**config.mk**
```make
export PLATFORM = sky130hd
export DESIGN_NAME = wb_stage_pipe_flat
export DESIGN_NICKNAME = d
export VERILOG_FILES = /design/src/rtl/wb_stage_pipe_if.sv /design/src/rtl/wb_stage_pipe.sv /design/src/flat_wrapper.sv
export SDC_FILE = /design/constraint.sdc
export NUM_CORES = 1
export LEC_CHECK = 0
export CORE_MARGIN = 1.5
export CORE_UTILIZATION = 40
export DETAILED_ROUTE_END_ITERATION = 7
export PLACE_DENSITY = 0.71
export SLEW_MARGIN = 20
export SYNTH_ARGS = -nofsm -noshare
export SYNTH_HDL_FRONTEND = slang
export SYNTH_SLANG_ARGS = --single-unit
```
**constraint.sdc**
```tcl
create_clock -name clk -period 2.29 [get_ports clk]
set_input_delay 0.458 -clock clk [delete_from_list [all_inputs] [get_ports clk]]
set_output_delay 0.458 -clock clk [all_outputs]
set_load 0.05 [all_outputs]
```
**src/rtl/wb_stage_pipe_if.sv**
```systemverilog
// rtl/wb_stage_pipe_if.sv - MEM-to-WB bundle: MEM-stage capture inputs, stall/flush and regfile write port.
interface wb_stage_pipe_if #(
  parameter int DATA_W = 32,
  parameter int REG_AW = 5,
  parameter int CNT_W  = 32
);
  logic              m_valid;
  logic [DATA_W-1:0] m_r_alu;
  logic [DATA_W-1:0] m_m_o;
  logic              m_m2reg;
  logic              m_wreg;
  logic [REG_AW-1:0] m_rn;
  logic [1:0]        m_ldsize;
  logic              m_ldsign;
  logic              stall;
  logic              flush;
  logic [DATA_W-1:0] wdi;
  logic              wwreg;
  logic [REG_AW-1:0] wrn;
  logic              w_valid;
  logic [CNT_W-1:0]  retired;

  modport master (
    output m_valid, m_r_alu, m_m_o, m_m2reg, m_wreg, m_rn, m_ldsize, m_ldsign, stall, flush,
    input  wdi, wwreg, wrn, w_valid, retired
  );

  modport slave (
    input  m_valid, m_r_alu, m_m_o, m_m2reg, m_wreg, m_rn, m_ldsize, m_ldsign, stall, flush,
    output wdi, wwreg, wrn, w_valid, retired
  );
endinterface

```
**src/rtl/wb_stage_pipe.sv**
```systemverilog
// rtl/wb_stage_pipe.sv - MEM/WB pipeline register with result select; WB_LOAD_EXT_EN enables sub-word load extension.
module wb_stage_pipe #(
  parameter int DATA_W = 32,
  parameter int REG_AW = 5,
  parameter int CNT_W  = 32
) (
  input logic           clk,
  input logic           clrn,
  wb_stage_pipe_if.slave bus
);

  logic              w_valid_q, w_valid_d;
  logic              w_wreg_q,  w_wreg_d;
  logic              w_m2reg_q, w_m2reg_d;
  logic [REG_AW-1:0] w_rn_q,    w_rn_d;
  logic [DATA_W-1:0] w_r_alu_q, w_r_alu_d;
  logic [DATA_W-1:0] w_m_o_q,   w_m_o_d;
  logic [CNT_W-1:0]  retired_q, retired_d;
  logic [DATA_W-1:0] ext_data;

`ifdef WB_LOAD_EXT_EN
  logic [1:0] w_ldsize_q, w_ldsize_d;
  logic       w_ldsign_q, w_ldsign_d;
  logic [7:0]  byte_lane;
  logic [15:0] half_lane;
`else
  logic unused_ld;
  assign unused_ld = ^{bus.m_ldsize, bus.m_ldsign};
`endif

  always_comb begin
    w_valid_d = w_valid_q;
    w_wreg_d  = w_wreg_q;
    w_m2reg_d = w_m2reg_q;
    w_rn_d    = w_rn_q;
    w_r_alu_d = w_r_alu_q;
    w_m_o_d   = w_m_o_q;
    retired_d = retired_q;
`ifdef WB_LOAD_EXT_EN
    w_ldsize_d = w_ldsize_q;
    w_ldsign_d = w_ldsign_q;
`endif
    // An instruction retires on the edge it leaves WB; a flush also evicts a stalled one.
    if (w_valid_q && (!bus.stall || bus.flush)) begin
      retired_d = retired_q + {{(CNT_W-1){1'b0}}, 1'b1};
    end
    if (bus.flush) begin
      w_valid_d = 1'b0;
      w_wreg_d  = 1'b0;
    end else if (!bus.stall) begin
      w_valid_d = bus.m_valid;
      w_wreg_d  = bus.m_wreg & bus.m_valid;
      w_m2reg_d = bus.m_m2reg;
      w_rn_d    = bus.m_rn;
      w_r_alu_d = bus.m_r_alu;
      w_m_o_d   = bus.m_m_o;
`ifdef WB_LOAD_EXT_EN
      w_ldsize_d = bus.m_ldsize;
      w_ldsign_d = bus.m_ldsign;
`endif
    end
  end

  always_ff @(posedge clk or negedge clrn) begin
    if (!clrn) begin
      w_valid_q <= 1'b0;
      w_wreg_q  <= 1'b0;
      w_m2reg_q <= 1'b0;
      w_rn_q    <= '0;
      w_r_alu_q <= '0;
      w_m_o_q   <= '0;
      retired_q <= '0;
`ifdef WB_LOAD_EXT_EN
      w_ldsize_q <= 2'b00;
      w_ldsign_q <= 1'b0;
`endif
    end else begin
      w_valid_q <= w_valid_d;
      w_wreg_q  <= w_wreg_d;
      w_m2reg_q <= w_m2reg_d;
      w_rn_q    <= w_rn_d;
      w_r_alu_q <= w_r_alu_d;
      w_m_o_q   <= w_m_o_d;
      retired_q <= retired_d;
`ifdef WB_LOAD_EXT_EN
      w_ldsize_q <= w_ldsize_d;
      w_ldsign_q <= w_ldsign_d;
`endif
    end
  end

`ifdef WB_LOAD_EXT_EN
  always_comb begin
    case (w_r_alu_q[1:0])
      2'd0:    byte_lane = w_m_o_q[7:0];
      2'd1:    byte_lane = w_m_o_q[15:8];
      2'd2:    byte_lane = w_m_o_q[23:16];
      default: byte_lane = w_m_o_q[31:24];
    endcase
    half_lane = w_r_alu_q[1] ? w_m_o_q[31:16] : w_m_o_q[15:0];
    case (w_ldsize_q)
      2'b01:   ext_data = {{(DATA_W-8){w_ldsign_q & byte_lane[7]}}, byte_lane};
      2'b10:   ext_data = {{(DATA_W-16){w_ldsign_q & half_lane[15]}}, half_lane};
      default: ext_data = w_m_o_q;
    endcase
  end
`else
  assign ext_data = w_m_o_q;
`endif

  assign bus.wdi     = w_valid_q ? (w_m2reg_q ? ext_data : w_r_alu_q) : '0;
  assign bus.wwreg   = w_valid_q & w_wreg_q & (w_rn_q != '0);
  assign bus.wrn     = w_rn_q;
  assign bus.w_valid = w_valid_q;
  assign bus.retired = retired_q;

endmodule

```
**src/flat_wrapper.sv**
```systemverilog
// flat-port wrapper written by rule: the top's interface ports become plain ports
module wb_stage_pipe_flat 
#(
  parameter int DATA_W = 32,
  parameter int REG_AW = 5,
  parameter int CNT_W  = 32
)
  (clk, clrn, bus_m_valid, bus_m_r_alu, bus_m_m_o, bus_m_m2reg, bus_m_wreg, bus_m_rn, bus_m_ldsize, bus_m_ldsign, bus_stall, bus_flush, bus_wdi, bus_wwreg, bus_wrn, bus_w_valid, bus_retired);
  wb_stage_pipe_if #(.DATA_W(DATA_W), .REG_AW(REG_AW), .CNT_W(CNT_W)) bus_i ();
  input logic clk;
  input logic clrn;
  input wire logic [$bits(bus_i.m_valid)-1:0] bus_m_valid;
  input wire logic [$bits(bus_i.m_r_alu)-1:0] bus_m_r_alu;
  input wire logic [$bits(bus_i.m_m_o)-1:0] bus_m_m_o;
  input wire logic [$bits(bus_i.m_m2reg)-1:0] bus_m_m2reg;
  input wire logic [$bits(bus_i.m_wreg)-1:0] bus_m_wreg;
  input wire logic [$bits(bus_i.m_rn)-1:0] bus_m_rn;
  input wire logic [$bits(bus_i.m_ldsize)-1:0] bus_m_ldsize;
  input wire logic [$bits(bus_i.m_ldsign)-1:0] bus_m_ldsign;
  input wire logic [$bits(bus_i.stall)-1:0] bus_stall;
  input wire logic [$bits(bus_i.flush)-1:0] bus_flush;
  output wire logic [$bits(bus_i.wdi)-1:0] bus_wdi;
  output wire logic [$bits(bus_i.wwreg)-1:0] bus_wwreg;
  output wire logic [$bits(bus_i.wrn)-1:0] bus_wrn;
  output wire logic [$bits(bus_i.w_valid)-1:0] bus_w_valid;
  output wire logic [$bits(bus_i.retired)-1:0] bus_retired;
  assign bus_i.m_valid = bus_m_valid;
  assign bus_i.m_r_alu = bus_m_r_alu;
  assign bus_i.m_m_o = bus_m_m_o;
  assign bus_i.m_m2reg = bus_m_m2reg;
  assign bus_i.m_wreg = bus_m_wreg;
  assign bus_i.m_rn = bus_m_rn;
  assign bus_i.m_ldsize = bus_m_ldsize;
  assign bus_i.m_ldsign = bus_m_ldsign;
  assign bus_i.stall = bus_stall;
  assign bus_i.flush = bus_flush;
  assign bus_wdi = bus_i.wdi;
  assign bus_wwreg = bus_i.wwreg;
  assign bus_wrn = bus_i.wrn;
  assign bus_w_valid = bus_i.w_valid;
  assign bus_retired = bus_i.retired;
  wb_stage_pipe #(.DATA_W(DATA_W), .REG_AW(REG_AW), .CNT_W(CNT_W)) u_core (.clk(clk), .clrn(clrn), .bus(bus_i));
endmodule
```
==> results.cfg, run 1 <==
[clock_tree]
cts_buffers = 9
cts.sinks = 104
cts_hold_buf = 0
tritoncts = done
clock_path_buffers = 2
cts_resized = 0
cts.clk_slew.worst_paths_ns = 0.06
cts_root_buf = clkbuf_16
cts_setup_buffers = 0
clkLatencyLatePin_ns = 0.35
htree_levels = 3

[critical_path]
reg2reg_slack_ns = 0.67
critPathTopFamily = buffers and inverters
crit_buf_inv = 1
crit_chain = clkdlybuf4s50_1
crit_type = reg2out
critPathMaxFanout = 6
cp.depth = 1
setup.worst_path.end = bus_retired[12]
reg2reg_from = u_core.bus.retired[12]
crit_slowest_cell = clkdlybuf4s50_1
startpoint = u_core.bus.retired[12]
cp-end-kind = output pin
cp.arrival_ns = 1.69
worstPathRequired_ns = 1.83
timing.rr.end = u_core.bus.retired[31]
start_kind = flip-flop
max_stage_delay_ns = 0.86
rr_worst_depth = 4

[synthesis]
synth_seq_cells = 104
ys_types = 32
synth_warnings = 0
netlist_instances = 358
syn-cell-area_mm2 = 0.004753
seq_area_frac_synth_pct = 54.75
synth_nets = 438
syn_area_per_cell_um2 = 13.28

[route]
dr.pass1.iters = 6
drc = 13
drt_iter0_drc = 159
vias = 3333
drtAntennaViolNets = 0
wl_per_cell_um = 16.65
drt-vias-per-instance = 5.073
drt_wl_total_um = 10940

[pwr]
power_density_mw_per_mm2 = 712.7
p_leak_uw = 0.002964
ir_worst_vdd_v = 0.0003679

[final_layout]
ff_latch_area_mm2 = 0.002604
final_common_cell = clkdlybuf4s50_1
syn_to_final_growth_pct = 48.46
multi_input_area_mm2 = 0.002049
nFillCells = 919
drive_above_1_share_pct = 28.40
mostFrequentLayoutCells = clkdlybuf4s50_1, dfrtp_1, mux2_2
final_nets = 589
diodes = 0

[run]
cap_viol_max_count = 0

[sta]
finalHoldViolations = 0
max_freq_ghz = 0.4647
rsz0062_at_grt = no
max-slew-margin-rel_pct = 63.85
post-route-period-util_pct = 93.97
clock_skew_ns = 0.006059
final-max-slew-violation-count = 0
worstMarginPinSlew_ns = 0.5406
finalCriticalPeriod_ns = 2.152
hold-worst-slack_ns = 0.04178
tns_ns = 0
setup_viol = 0

[grt]
grt_pass1_wl_um = 18310
grt-ovfl-total = 0
busiest_layer = met2
use_met2_pct = 29.59
use_met3_pct = 5.022
grt_max_degree = 38
antenna_found_initial = 0
grt_pass1_vias = 3643
use_met1_pct = 24.39
grtUsageTotal_pct = 18.52

[placed_design]
gp_congestion = 0.6840
hpwl_um = 7771
io_buffers = 146

[status]
outcome = finished, violations left
violations = design-rule violations

[floorplan]
die_h_um = 112.0
io_pins = 150
die_w_um = 112.0
core_area_mm2 = 0.01152
start_util_pct = 41.28
dieArea_mm2 = 0.01255
row_count = 39

[hold_path]
hold_class = in2async
-- synth_stat cells --
cell	count	share of area, %
and2_2	2	0.32
clkbuf_1	4	0.32
ha_1	1	0.26
and4_2	2	0.42
nand4_4	1	0.45
and3_1	5	0.66
nor3_1	2	0.21
mux2i_1	32	6.7
and2b_4	1	0.21
buf_6	2	0.47
and4_1	2	0.37
inv_1	1	0.079
xor2_1	4	0.74
nor2b_1	34	4.5
dfrtp_1	104	55
a22oi_1	1	0.16
mux2_2	71	17
nor2_1	5	0.39
buf_2	12	1.3
o311a_1	1	0.21
and3_2	2	0.32
nand4_1	15	2.0
nor3_2	1	0.21
a21oi_1	1	0.11
or3_1	1	0.13
nor3_4	1	0.34
nand3_1	12	1.3
nand2_1	8	0.63
xnor2_1	27	5.0
and2_1	1	0.13
buf_4	1	0.16
nor4_4	1	0.45
-- where the power goes --
| part | leakage [uW] | switching (uW) | internal [uW] |
|---|---|---|---|
| clock network | 0.000139 | 650 | 826 |
| logic | 0.00154 | 673 | 648 |
| registers | 0.00128 | 162 | 2070 |
-- how the worst min path moves through the flow --
stage          startpoint                    end  slack (ns)
6_report             clrn    u_core.ext_data[18]        0.04
5_1_grt              clrn    u_core.ext_data[18]        0.07
4_1_cts              clrn    u_core.ext_data[18]        0.04
3_5_place_dp         clrn    u_core.ext_data[18]        0.42
3_3_place_gp         clrn    u_core.ext_data[14]        0.42
2_1_floorplan        clrn  u_core.bus.retired[0]        0.16
-- sequential cells by signal (all words and copies together), names as in the netlist --
signal	cells
u_core.bus.retired	32
u_core.ext_data	32
u_core.w_r_alu_q	32
u_core.bus.wrn	5
u_core.bus.w_valid	1
u_core.w_m2reg_q	1
u_core.w_wreg_q	1
-- per-layer routing --
metal  wire, um  up-vias
li1           -     1556
met5          0        -
met1       4901     1661
met3        766       13
met2       5101      103
met4        172        0
-- per-stage QoR --
step	utilization (%)	cells	worst slack [ns]	total power (uW)	instance area, um2
6_report	61.28	657	0.1382	5029	7057
5_1_grt	61.28	657	0.09474	5270	7057
4_1_cts	61.28	657	0.1140	5094	7057
3_5_place_dp	58.79	641	0.2018	3602	6770
3_3_place_gp	58.79	641	0.1993	3556	6770
2_1_floorplan	-	358	0.01186	3009	4753
-- cell type report --
class / count / share of cell area, %
Clock buffer: 14 / 3.883
Clock inverter: 2 / 0.1773
Inverter: 1 / 0.05319
Multi-Input combinational cell: 234 / 29.04
Sequential cell: 104 / 36.90
Tap cell: 143 / 2.535
Timing Repair Buffer: 159 / 27.41
-- kinds of logic after synthesis --
kind of cell	count (synthesis)	share of synthesized area (%)
buffers and inverters	20	2.290
multiplexers	103	23.56
XOR/XNOR	31	5.712
AND/OR/NAND/NOR	96	12.95
flip-flops	104	54.75
AO/OA/AOI/OAI	3	0.4738
adder cells (fa/ha/maj)	1	0.2632
No activity file was read; power rests on OpenSTA's default activity.
==> run 2: changes to the inputs <==
--- a/config.mk
+++ b/config.mk
@@ -6,9 +6,10 @@
 export NUM_CORES = 1
 export LEC_CHECK = 0
 export CORE_MARGIN = 1.5
-export CORE_UTILIZATION = 40
+export CORE_UTILIZATION = 50
 export DETAILED_ROUTE_END_ITERATION = 7
-export PLACE_DENSITY = 0.71
+export HOLD_SLACK_MARGIN = 0.15
+export PLACE_DENSITY = 0.85
 export SLEW_MARGIN = 20
 export SYNTH_ARGS = -nofsm -noshare
 export SYNTH_HDL_FRONTEND = slang
==> run 2 against run 1 <==
Effect of this change:
- the run now ends clean
- clock skew grew 0.00084 ns
- register-to-register slack got worse by 0.04 ns
- sequential share of layout area increased by 0.40 points
- power fell by 3.6%
- die area decreased by 19%
- routed wire length is 4.2% lower
- hold slack better by 0.45 ns
- combinational power is essentially flat
- sequential power about the same
- critical path depth unchanged
- global-route usage up 3.4 points
- final area decreased by 1.1%
- largest power group unchanged
- highest routed layer unchanged
==> results.cfg, run 2 (synthesis gave the netlist of run 1 again) <==
[status]
outcome = finished clean

[critical_path]
critPathMaxFanout = 6
worstPathRequired_ns = 1.83
crit_buf_inv = 1
crit_type = reg2out
crit_chain = clkdlybuf4s50_1
cp-end-kind = output pin
cp.arrival_ns = 1.69
max_stage_delay_ns = 0.85
critPathTopFamily = buffers and inverters
start_kind = flip-flop
crit_slowest_cell = clkdlybuf4s50_1

[sta]
max_freq_ghz = 0.4653
clock_skew_ns = 0.006900
finalCriticalPeriod_ns = 2.149
setup_viol = 0
finalHoldViolations = 0
max-slew-margin-rel_pct = 63.38
tns_ns = 0
worstMarginPinSlew_ns = 0.5476
post-route-period-util_pct = 93.85
rsz0062_at_grt = no
final-max-slew-violation-count = 0

[grt]
grt-ovfl-total = 0
grtUsageTotal_pct = 21.90
grt_pass1_vias = 3417
antenna_found_initial = 0
grt_pass1_wl_um = 17110
grt_max_degree = 57

[route]
wl_per_cell_um = 16.39
drtAntennaViolNets = 0
drt_wl_total_um = 10490
wl_met1_um = 4572
drt_iter0_drc = 98
dr.pass1.iters = 4
drc = 0
wl_met3_um = 610
drt-vias-per-instance = 5.169
met2_length_um = 5196
routed.top_layer = met4
vias = 3308

[final_layout]
diodes = 0
nFillCells = 591
fin_area_mm2 = 0.006980
final_nets = 587
drive_above_1_share_pct = 28.18
mostFrequentLayoutCells = clkdlybuf4s50_1, dfrtp_1, mux2_2
syn_to_final_growth_pct = 46.85
stdcell_count = 640
final_common_cell = clkdlybuf4s50_1

[placed_design]
gp_congestion = 0.8070
post-place-cells = 624
io_buffers = 146
hpwl_um = 7526
dpl_cell_area_mm2 = 0.006743

[floorplan]
io_pins = 150
start_util_pct = 51.44
die_w_um = 100.5
die_h_um = 100.5
core_area_mm2 = 0.009240
dieArea_mm2 = 0.01010
row_count = 35

[clock_tree]
clkLatencyLatePin_ns = 0.35
cts_buffers = 9
tritoncts = done
clock_path_buffers = 2
htree_levels = 3
cts_setup_buffers = 0
cts_root_buf = clkbuf_8
cts.sinks = 104
cts.clk_slew.worst_paths_ns = 0.10

[hold_path]
hold_class = reg2reg

[pwr]
p_seq_share_pct = 46.1
pwr-share-comb_pct = 27.2
switchingPower_uw = 1458
swShare_pct = 30.07
power_density_mw_per_mm2 = 694.6
p_int_uw = 3391
p_leak_uw = 0.002930
pwr-share-clk_pct = 26.7
ir_worst_vdd_v = 0.0005030

[run]
cap_viol_max_count = 0
-- run 2: cell count changes in the layout (fill, tap and decap cells not counted), sizes merged --
cell / before / now
clkbuf: 14 / 11
buf: 48 / 45
clkinv: 1 / 0
dlygate4sd3: 0 / 1
inv: 1 / 2
bufinv: 0 / 2
-- run 2: cell type report --
type	count	area, um2	share of cell area, %
clock buffer	11	151.4	2.169
clock inverter	4	76.32	1.093
inverter	1	3.754	0.05377
multi-input combinational	234	2049	29.36
sequential	104	2604	37.30
tap	129	161.4	2.312
timing repair buffer	157	1934	27.71
-- run 2: what timing repair did --
item	in CTS	in global routing
hold endpoints to repair	35	0
gates resized for setup	0	0
hold buffers	1	0
-- run 2: power by group through the flow --
stage | Clock [uW] | Sequential (uW) | Combinational (uW)
global placement | 0 | 2260 | 1300
floorplan | 0 | 2440 | 565
CTS | 1320 | 2240 | 1340
detailed placement | 0 | 2270 | 1340
global route | 1390 | 2270 | 1400
finish | 1290 | 2240 | 1320
-- run 2: path summary, 6_finish.rpt --
path / start / to / slack [ns] / depth (start not counted)
setup reg to reg: u_core.bus.retired[12] / u_core.bus.retired[27] / 0.63 / 4
setup / recovery: u_core.bus.retired[12] / bus_retired[12] / 0.14 / 1
hold / removal: u_core.bus.retired[31] / u_core.bus.retired[31] / 0.49 / 1
min in group asynchronous: clrn / u_core.ext_data[13] / 0.59 / 2
hold reg to reg: u_core.bus.retired[31] / u_core.bus.retired[31] / 0.49 / 1
max in group asynchronous: clrn / u_core.w_m2reg_q / 1.00 / 3
-- run 2: stage by stage --
step | total power, uW | hold WS, ns | worst slack, ns | utilization (%)
after floorplan | 3009 | 0.1624 | 0.01186 | -
after global placement | 3559 | 0.4427 | 0.2994 | 72.97
after detailed placement | 3608 | 0.4493 | 0.2323 | 72.97
after CTS | 4897 | 0.4936 | 0.1202 | 75.55
after global routing | 5059 | 0.5282 | 0.07298 | 75.55
final | 4848 | 0.4888 | 0.1409 | 75.55
-- run 2: metal layers --
layer / global-route usage, % / vias to the layer above
li1: - / 1542
met1: 29.04 / 1656
met2: 36.16 / 103
met3: 4.924 / 7
met4: 6.826 / 0
met5: 0 / -
-- run 2: worst register-to-register path: stages, from the launching register on --
cell,delay [ns]
dfrtp_1,0.48
nand4_4,0.17
nor4_4,0.53
nand4_1,0.20
xnor2_1,0.16
